File: config.mk
export PLATFORM = sky130hd
export DESIGN_NAME = layer_sequencer
export DESIGN_NICKNAME = d
export VERILOG_FILES = /design/src/rtl/layer_sequencer.sv
export SDC_FILE = /design/constraint.sdc
export NUM_CORES = 1
export LEC_CHECK = 0
export ABC_AREA = 1
export CAP_MARGIN = 20
export CORE_UTILIZATION = 50
export CTS_BUF_LIST = sky130_fd_sc_hd__clkbuf_4
export DETAILED_ROUTE_END_ITERATION = 7
export PLACE_DENSITY = 0.85
export SYNTH_ARGS = -nofsm -noshare
export SYNTH_HDL_FRONTEND = slang
export SYNTH_SLANG_ARGS = --single-unit
File: constraint.sdc
create_clock -name clk -period 3.5 [get_ports clk]
set_clock_uncertainty 0.1 [all_clocks]
set_input_delay 0.7 -clock clk [delete_from_list [all_inputs] [get_ports clk]]
set_output_delay 0.7 -clock clk [all_outputs]
set_load 0.1 [all_outputs]
File: src/rtl/layer_sequencer.sv
// Address/strobe sequencer for one fully-connected layer: walks every (neuron, input)
// pair, steps the MAC datapath and writes each neuron's result to the output buffer.
module layer_sequencer #(
    parameter int N_IN  = 8,
    parameter int N_OUT = 4,
    parameter int AW    = 8
) (
    input  logic          clk,
    input  logic          rst_n,
    input  logic          start,
    input  logic          abort,
    output logic [AW-1:0] in_addr,
    output logic [AW-1:0] w_addr,
    output logic          rd_en,
    output logic          mac_clr,
    output logic          mac_en,
    output logic [AW-1:0] out_addr,
    output logic          out_wr,
    output logic          busy,
    output logic          done,
    output logic [2:0]    dbg_state
);

    typedef enum logic [2:0] {
        IDLE  = 3'd0,
        CLEAR = 3'd1,
        FETCH = 3'd2,
        DRAIN = 3'd3,
        WRITE = 3'd4,
        DONE  = 3'd5
    } state_t;

    state_t        state_q, state_d;
    logic [AW-1:0] i_q, i_d;
    logic [AW-1:0] j_q, j_d;
    logic [AW-1:0] wptr_q, wptr_d;

    logic [AW-1:0] in_addr_q, w_addr_q, out_addr_q;
    logic          rd_en_q, mac_clr_q, mac_en_q, out_wr_q, busy_q, done_q;

    always_comb begin
        state_d = state_q;
        i_d     = i_q;
        j_d     = j_q;
        wptr_d  = wptr_q;
        case (state_q)
            IDLE: begin
                if (start) begin
                    state_d = CLEAR;
                    i_d     = '0;
                    j_d     = '0;
                    wptr_d  = '0;
                end
            end
            CLEAR: begin
                i_d     = '0;
                state_d = FETCH;
            end
            FETCH: begin
                // wptr also advances on the last input so the next neuron starts in place
                wptr_d = wptr_q + 1'b1;
                if (i_q == AW'(N_IN - 1)) begin
                    state_d = DRAIN;
                end else begin
                    i_d = i_q + 1'b1;
                end
            end
            DRAIN: state_d = WRITE;
            WRITE: begin
                if (j_q == AW'(N_OUT - 1)) begin
                    state_d = DONE;
                end else begin
                    j_d     = j_q + 1'b1;
                    state_d = CLEAR;
                end
            end
            DONE:    state_d = IDLE;
            default: state_d = IDLE;
        endcase
        if (abort && (state_q != IDLE)) begin
            state_d = IDLE;
        end
    end

    always_ff @(posedge clk or negedge rst_n) begin
        if (!rst_n) begin
            state_q <= IDLE;
            i_q     <= '0;
            j_q     <= '0;
            wptr_q  <= '0;
        end else begin
            state_q <= state_d;
            i_q     <= i_d;
            j_q     <= j_d;
            wptr_q  <= wptr_d;
        end
    end

    // Outputs are registered decodes of the next state, so they line up with state_q.
    always_ff @(posedge clk or negedge rst_n) begin
        if (!rst_n) begin
            in_addr_q  <= '0;
            w_addr_q   <= '0;
            out_addr_q <= '0;
            rd_en_q    <= 1'b0;
            mac_clr_q  <= 1'b0;
            mac_en_q   <= 1'b0;
            out_wr_q   <= 1'b0;
            busy_q     <= 1'b0;
            done_q     <= 1'b0;
        end else begin
            if (state_d == FETCH) begin
                in_addr_q <= i_d;
                w_addr_q  <= wptr_d;
            end
            if (state_d == WRITE) begin
                out_addr_q <= j_d;
            end
            rd_en_q   <= (state_d == FETCH);
            mac_clr_q <= (state_d == CLEAR);
            // One-cycle read latency; an abort also kills the in-flight accumulate.
            mac_en_q  <= rd_en_q && (state_d != IDLE);
            out_wr_q  <= (state_d == WRITE);
            busy_q    <= (state_d != IDLE);
            done_q    <= (state_d == DONE);
        end
    end

    assign in_addr   = in_addr_q;
    assign w_addr    = w_addr_q;
    assign out_addr  = out_addr_q;
    assign rd_en     = rd_en_q;
    assign mac_clr   = mac_clr_q;
    assign mac_en    = mac_en_q;
    assign out_wr    = out_wr_q;
    assign busy      = busy_q;
    assign done      = done_q;
    assign dbg_state = state_q;

endmodule

==> out/results.ini, run 1 <==
[outcome]
outcome = finished, final reports clean

[layout]
seq_area_um2 = 1430
final_nets = 385
antenna_cells = 0
fillerInstances = 477
multiInputGateArea_um2 = 1190
final_area_um2 = 3340
layout-drive-gt1-share_pct = 18.8
area_growth_pct = 18.2

[critical_path]
crit_chain = clkdlybuf4s50_1
crit_type = flip-flop to primary output
worst-path-buf-inv = 1
max_stage_delay_ns = 1.13
cpLargestDelayFamily = buffers and inverters
crit_required_ns = 2.70
end_kind = primary output
crit_arrival_ns = 1.90
worstPathMaxFanout = 2
critPathLaunchType = flip-flop
slowest_stage = clkdlybuf4s50_1

[cts]
cts.sinks = 57
clock_latency_ns = 0.41
cts_htree_levels = 3
cts.repair.resized = 0
cts_made_buffers = 9
cts_buffer_depth = 2
clockRootBuffer = clkbuf_4
path_clk_slew_ns = 0.11
post-cts-setup-buffer-count = 0
tritoncts = yes
hold_buffers = 0

[routing]
wire_per_inst_um = 12.5
vias = 2363
dr.pass1.iters = 5
drt-initial-drc-count = 166
ant_nets = 0
finalWirelength_um = 5670
drc_errors = 0
via_per_inst = 5.19

[logic_synthesis]
synth_seq_cells = 57
synth_nets = 342
syn_area_per_cell_um2 = 8.44
synth_largest_area_cell = dfrtp_1
synth_top_area_share_pct = 50.4
synth_enable_flop_cells = 0
synth_seq_area_share_pct = 50.4
yosys.cell_types.count = 32
synth.area.top_cells = dfrtp_1, nand2_1, nand3_1
syn_inst = 335
ys.flop_type = dfrtp_1
ys_warn_count = 0
synth-async-reset-ratio_pct = 100
synth_area_um2 = 2830

[floorplanning]
fp.dieW_um = 77.2
core_area_um2 = 5470
row_count = 27
io_pins = 37
die_h_um = 77.2
die_area_um2 = 5960
start_util_pct = 51.7

[placed_design]
portBuffers = 36
hpwl_um = 4040
post_dp_cell_area_um2 = 3160
routabilityCongestion = 0.821

[pwr]
power_switching_mw = 1.49
peakVddDrop_mv = 0.648
clockPowerShare_pct = 21.1
power_mw = 2.92
power_frac_seq_pct = 30.0
leakage_nw = 1.80
p_int_mw = 1.43
swShare_pct = 51.0
power.density_nw_per_um2 = 874
power_frac_comb_pct = 48.9

[hold_path]
hold_class = primary input to asynchronous set/reset pin

[timing]
timing.final.hold_violations = 0
worst_slew_pin_slew_ns = 0.970
slew_headroom_pct = 35.1
rsz0062_at_grt = false
timing.setup.tns_ns = 0
period_needed_ns = 2.70
finalSetupViolations = 0
slew_viol_final = 0
fin_crit_sh_pct = 77.1
timing.fmax_mhz = 370

[global_route]
grt_max_degree = 35
antenna_found_initial = 0
gr-total-overflow = 0
grt_pass1_wl_um = 9760
grt_usage_pct = 21.1
first_global_vias = 2150

[run]
max_cap_violations = 0

cell type report:
cell class	instances	area share, %
clock buffers	10	2.25
clock inverters	6	3.18
inverters	41	4.83
multi-input cells	232	35.5
flip-flops and latches	57	42.7
well taps	72	2.70
repair buffers	37	8.84
stage by stage:
step | hold WS, ns | util (%) | setup WS [ns] | instances
global placement | 0.355 | 57.8 | 1.14 | 439
finish | 0.160 | 61.1 | 0.801 | 455
global route | 0.190 | 61.1 | 0.743 | 455
floorplan | 0.304 | - | 1.26 | 335
detailed placement | 0.360 | 57.8 | 1.12 | 439
CTS | 0.168 | 61.1 | 0.774 | 455
metal layers:
| layer | up-vias | global-route usage [%] | part of all wire (%) |
|---|---|---|---|
| met1 | 1133 | 26.3 | 42 |
| met4 | 0 | 7.36 | 1.7 |
| met3 | 10 | 6.07 | 4.9 |
| met2 | 64 | 34.9 | 51 |
| met5 | - | 0 | 0 |
| li1 | 1156 | - | - |
power by group through the flow:
stage               clock (mW)  sequential (mW)  combinational [mW]
finish                   0.616            0.877                1.43
global route             0.657            0.892                1.50
CTS                      0.628            0.878                1.43
detailed placement           0            0.887                1.43
global placement             0            0.888                1.42
floorplan                    0             1.61               0.432
cells by family (layout without fill, tap and decap cells):
| group | after synthesis | in the layout | share of synthesized area [%] |
|---|---|---|---|
| AOI/OAI and AO/OA | 34 | 34 | 8.54 |
| xor gates and xnor gates | 2 | 2 | 0.620 |
| buffers and inverters | 46 | 94 | 7.57 |
| and+or+nand+nor | 193 | 193 | 31.5 |
| adders and majority gates | 3 | 3 | 1.33 |
| DFF | 57 | 57 | 50.4 |
state kept, by name, summed over array words and instances (netlist names):
name	count
busy	1
dbg_state	3
done	1
i_q	8
in_addr	8
j_q	8
mac_clr	1
mac_en	1
out_addr	8
out_wr	1
rd_en	1
w_addr	8
wptr_q	8
path summary, 6_finish.rpt:
check	end	cells past startpoint	slack (ns)	startpoint
max in group asynchronous	j_q[2]	2	2.29	rst_n
max reg2reg	in_addr[5]	9	1.56	dbg_state[0]
max	rd_en	1	0.80	rd_en
min	w_addr[3]	1	0.16	rst_n
min reg2reg	w_addr[0]	2	0.38	w_addr[0]
min in group clk	w_addr[0]	2	0.38	w_addr[0]
synth_stat cells (2+ instances only):
master      n
o21bai_1    4
nand3_1    34
buf_2       2
nor2_4      4
nand2_2     7
buf_6       2
inv_2       5
nand2_4     2
nand2_1   117
xor2_1      2
inv_1      35
nor2_1     17
ha_1        3
a21oi_4     3
dfrtp_1    57
o31ai_1     2
nand4_1     8
o21ai_0    17
cells in the final DEF (no fill, tap or decap), types with 2 or more instances in the layout:
| cell type | netlist | layout |
|---|---|---|
| ha_1 | 3 | 3 |
| a21oi_4 | 3 | 3 |
| nand3_1 | 34 | 34 |
| o31ai_1 | 2 | 2 |
| buf_4 | 0 | 28 |
| nor2_1 | 17 | 17 |
| clkbuf_4 | 0 | 10 |
| nand2_2 | 7 | 7 |
| inv_1 | 35 | 35 |
| nand4_1 | 8 | 8 |
| clkdlybuf4s50_1 | 0 | 8 |
| xor2_1 | 2 | 2 |
| nor2_4 | 4 | 4 |
| nand2_4 | 2 | 2 |
| inv_2 | 5 | 5 |
| dfrtp_1 | 57 | 57 |
| bufinv_16 | 0 | 3 |
| nand2_1 | 117 | 117 |
| o21bai_1 | 4 | 4 |
| o21ai_0 | 17 | 17 |
Power figures use the tool's default switching activity.
==> inputs of run 2 (changes only) <==
==> constraint.sdc (replaced) <==
create_clock -name clk -period 2.81 [get_ports clk]
set_clock_uncertainty 0.1 [all_clocks]
set_input_delay 0.562 -clock clk [delete_from_list [all_inputs] [get_ports clk]]
set_output_delay 0.562 -clock clk [all_outputs]
set_load 0.1 [all_outputs]
==> out/results.ini, run 2 (synthesis results as in run 1) <==
[critical_path]
r2r-end = in_addr[5]
cp_num_cells = 1
end_kind = primary output
r2r_cells = 9
crit_required_ns = 2.15
worst-path-buf-inv = 1
r2r_start = dbg_state[0]
reg2reg_setup_slack_ns = 0.92
critPathLaunchType = flip-flop
max_stage_delay_ns = 0.50
crit_arrival_ns = 1.24
crit_type = flip-flop to primary output
slowest_stage = dfrtp_1
crit_chain = buf_4
cpLargestDelayFamily = flip-flops
worstPathMaxFanout = 6

[outcome]
outcome = finished, final reports clean

[cts]
path_clk_slew_ns = 0.09
tritoncts = yes
cts_htree_levels = 3
cts_made_buffers = 9
clock_latency_ns = 0.38
hold_buffers = 0
cts_buffer_depth = 2
cts.sinks = 57
cts.repair.resized = 0
post-cts-setup-buffer-count = 0
clockRootBuffer = clkbuf_4

[pwr]
peakVddDrop_mv = 0.968
leakage_nw = 1.80
power.density_nw_per_um2 = 1040
power_mw = 3.43

[floorplanning]
row_count = 27
start_util_pct = 51.7
die_h_um = 77.2
io_pins = 37
die_area_um2 = 5960
fp.dieW_um = 77.2
core_area_um2 = 5470

[placed_design]
hpwl_um = 4250
portBuffers = 36
post-place-cells = 441
post_dp_cell_area_um2 = 3160
routabilityCongestion = 0.872

[routing]
met2WireLength_um = 2930
top_layer_used = met4
drt-initial-drc-count = 148
wl_met3_um = 254
finalWirelength_um = 5780
wire_per_inst_um = 12.6
met1_length_um = 2500
via_per_inst = 5.11
vias = 2334
drc_errors = 0
dr.pass1.iters = 4
ant_nets = 0

[global_route]
grt_max_degree = 35
first_global_vias = 2290
gr-total-overflow = 0
grt_pass1_wl_um = 10300
grt_usage_pct = 22.2
antenna_found_initial = 0

[layout]
stdcell_count = 457
fillerInstances = 492
final_cell_mix = nand2_1, dfrtp_1, buf_4
seq_area_um2 = 1430
antenna_cells = 0
final_common_cell = nand2_1
multiInputGateArea_um2 = 1190
final_area_um2 = 3290
area_growth_pct = 16.3
final_nets = 387
layout-drive-gt1-share_pct = 20.3

[timing]
slew_headroom_pct = 50.1
worst_slew_pin_slew_ns = 0.748
slew_viol_final = 0
period_needed_ns = 1.90
timing.setup.tns_ns = 0
fin_crit_sh_pct = 67.6
timing.final.hold_violations = 0
timing.fmax_mhz = 527
worst_hold_slack_ns = 0.134
rsz0062_at_grt = false
finalSetupViolations = 0

[run]
max_cap_violations = 0

[hold_path]
hold_class = primary input to asynchronous set/reset pin

## run 2: cell count changes in the layout (fill, tap and decap cells not counted), sizes merged
cell | before | now
buf | 29 | 37
bufinv | 3 | 1
clkbuf | 10 | 11
clkdlybuf4s50 | 8 | 2
clkinv | 2 | 4
clkinvlp | 1 | 0
## run 2: per-layer routing
layer	global-route usage, %	vias to the layer above
li1	-	1164
met1	27.5	1099
met2	37.4	61
met3	6.55	10
met4	6.42	0
met5	0	-
## run 2: metrics by stage
step	setup slack [ns]	utilization, %
2_1_floorplan	0.568	-
3_3_place_gp	0.630	57.8
3_5_place_dp	0.585	57.8
4_1_cts	0.885	60.1
5_1_grt	0.730	60.1
6_report	0.912	60.1
## run 2: worst max path at each step
stage | slack, ns | from | endpoint
final | 0.91 | dbg_state[1] | dbg_state[1]
after global routing | 0.73 | dbg_state[1] | out_addr[5]
after CTS | 0.88 | dbg_state[1] | dbg_state[1]
after detailed placement | 0.59 | start | w_addr[4]
after floorplan | 0.57 | dbg_state[2] | out_addr[0]
after global placement | 0.63 | start | w_addr[4]
## run 2: power by group
part,switching (mW),internal (mW)
Combinational,1.43,0.351
Sequential,0.123,0.975
Clock,0.276,0.282
Total,1.83,1.61
## run 2: final cells by class
class | instances | area share, %
Clock buffer | 11 | 2.51
Clock inverter | 5 | 1.41
Inverter | 41 | 4.91
Multi-Input combinational cell | 232 | 36.1
Sequential cell | 57 | 43.4
Tap cell | 72 | 2.74
Timing Repair Buffer | 39 | 8.98
==> inputs of run 3 (changes only) <==
==> constraint.sdc (replaced) <==
create_clock -name clk -period 2 [get_ports clk]
set_clock_uncertainty 0.1 [all_clocks]
set_input_delay 0.4 -clock clk [delete_from_list [all_inputs] [get_ports clk]]
set_output_delay 0.4 -clock clk [all_outputs]
set_load 0.1 [all_outputs]
==> out/results.ini, run 3 (synthesis results as in run 1) <==
[layout]
area_growth_pct = 31.5
layout-drive-gt1-share_pct = 23.0
antenna_cells = 0
fillerInstances = 424
final_common_cell = nand2_1
final_nets = 394
final_cell_mix = nand2_1, dfrtp_1, inv_1
stdcell_count = 464
final_core_util_pct = 67.9

[critical_path]
worst-path-buf-inv = 1
crit_required_ns = 2.19
cp_common_cell = nand2_1
end_kind = flip-flop
crit_chain = ha_1, nand3_1, nor2_4, nand2_2, nand2_4, nor2_8, inv_8, nand2_1, nand2_1
crit_arrival_ns = 2.02
reg2reg_setup_slack_ns = 0.18
cpLargestDelayFamily = simple AND/OR/NAND/NOR gates
slowest_stage = dfrtp_1
max_stage_delay_ns = 0.45
crit_type = flip-flop to flip-flop
critPathLaunchType = flip-flop
worstPathMaxFanout = 18

[cts]
cts_htree_levels = 3
clock_latency_ns = 0.41
cts_buffer_depth = 2
cts.sinks = 57
cts_made_buffers = 9
tritoncts = yes
path_clk_slew_ns = 0.10
clockRootBuffer = clkbuf_4

[routing]
met1_length_um = 2550
drc_errors = 0
via_per_inst = 5.17
vias = 2401
wl_met3_um = 255
ant_nets = 0
met2WireLength_um = 3150
drt-initial-drc-count = 201
dr.pass1.iters = 4
finalWirelength_um = 6030
wire_per_inst_um = 13.0
top_layer_used = met4

[outcome]
outcome = finished, final reports clean

[timing]
timing.final.hold_violations = 0
slew_viol_final = 0
finalSetupViolations = 0
rsz0062_at_grt = false
period_needed_ns = 1.82
timing.fmax_mhz = 549
timing.setup.tns_ns = 0
fin_crit_sh_pct = 91.1
slew_headroom_pct = 78.6
worst_slew_pin_slew_ns = 0.317

[global_route]
gr-total-overflow = 0
antenna_found_initial = 0
grt_max_degree = 58
grt_pass1_wl_um = 10500
first_global_vias = 2389
grt_usage_pct = 22.8

[floorplanning]
core_area_um2 = 5470
row_count = 27
die_area_um2 = 5960
fp.dieW_um = 77.2
die_h_um = 77.2
start_util_pct = 51.7
io_pins = 37

[placed_design]
hpwl_um = 4410
post-place-cells = 443
routabilityCongestion = 0.923
portBuffers = 36

[pwr]
peakVddDrop_mv = 1.03
power.density_nw_per_um2 = 1430
leakage_nw = 1.91

[hold_path]
hold_class = primary input to asynchronous set/reset pin

[run]
max_cap_violations = 0

## run 3: cell types whose count changed in the layout (fill, tap and decap cells not counted), moves of 2 or more
cell and change:
clkinv_1 -3, clkbuf_4 -2, dfrtp_1 -3, buf_4 -24
clkinv_2 +2, dfrtp_2 +3, buf_12 +30, clkinvlp_4 +3
## run 3: what timing repair did
item	CTS	global route
setup buffers	0	4
gates resized for setup	0	1
endpoints found under the setup margin	0	10
hold buffers	1	0
endpoints found under the hold margin	57	0
## run 3: through the flow
stage | total power [mW] | worst slack, ns | hold WS, ns | area (um^2)
2_1_floorplan | 3.57 | 0.111 | 0.00441 | 2830
3_3_place_gp | 4.51 | 0.0346 | 0.318 | 3540
3_5_place_dp | 4.57 | -0.0551 | 0.316 | 3540
4_1_cts | 5.28 | 0.0981 | 0.400 | 3670
5_1_grt | 5.54 | 0.0628 | 0.435 | 3720
6_report | 5.31 | 0.178 | 0.407 | 3720
## run 3: path summary, 6_finish.rpt
check                      startpoint           end  cells after the start
max in group asynchronous       rst_n  dbg_state[2]                      3
min in group clk                rd_en        mac_en                      2
hold reg to reg                 rd_en        mac_en                      2
hold / removal                  rst_n     w_addr[0]                      3
setup / recovery               i_q[0]    in_addr[7]                      9
setup reg to reg               i_q[0]    in_addr[7]                      9
## run 3: layer usage
| layer | track usage [%] | vias to the layer above |
|---|---|---|
| met2 | 40.4 | 56 |
| met3 | 5.24 | 7 |
| met4 | 10.6 | 0 |
| met5 | 0 | - |
| li1 | - | 1184 |
| met1 | 25.9 | 1154 |
## run 3: cell type report
| type | count | area [um^2] | area share, % |
|---|---|---|---|
| clock inverter | 7 | 46.3 | 1.25 |
| clock buffer | 9 | 67.6 | 1.82 |
| inverter | 41 | 161 | 4.34 |
| multi-input combinational | 232 | 1200 | 32.2 |
| tap | 72 | 90.1 | 2.42 |
| timing repair buffer | 46 | 726 | 19.5 |
| sequential | 57 | 1430 | 38.5 |
## run 3: power breakdown
part	leakage (nW)	internal [mW]	switching [mW]	total [mW]
Combinational	1.07	0.937	2.04	2.98
Sequential	0.775	1.37	0.257	1.63
Clock	0.0581	0.251	0.454	0.706
Total	1.91	2.56	2.75	5.31
## run 3: worst min-delay path, stage by stage
cell and delay [ns]:
dlygate4sd3_1 0.52, buf_2 0.12, buf_12 0.26
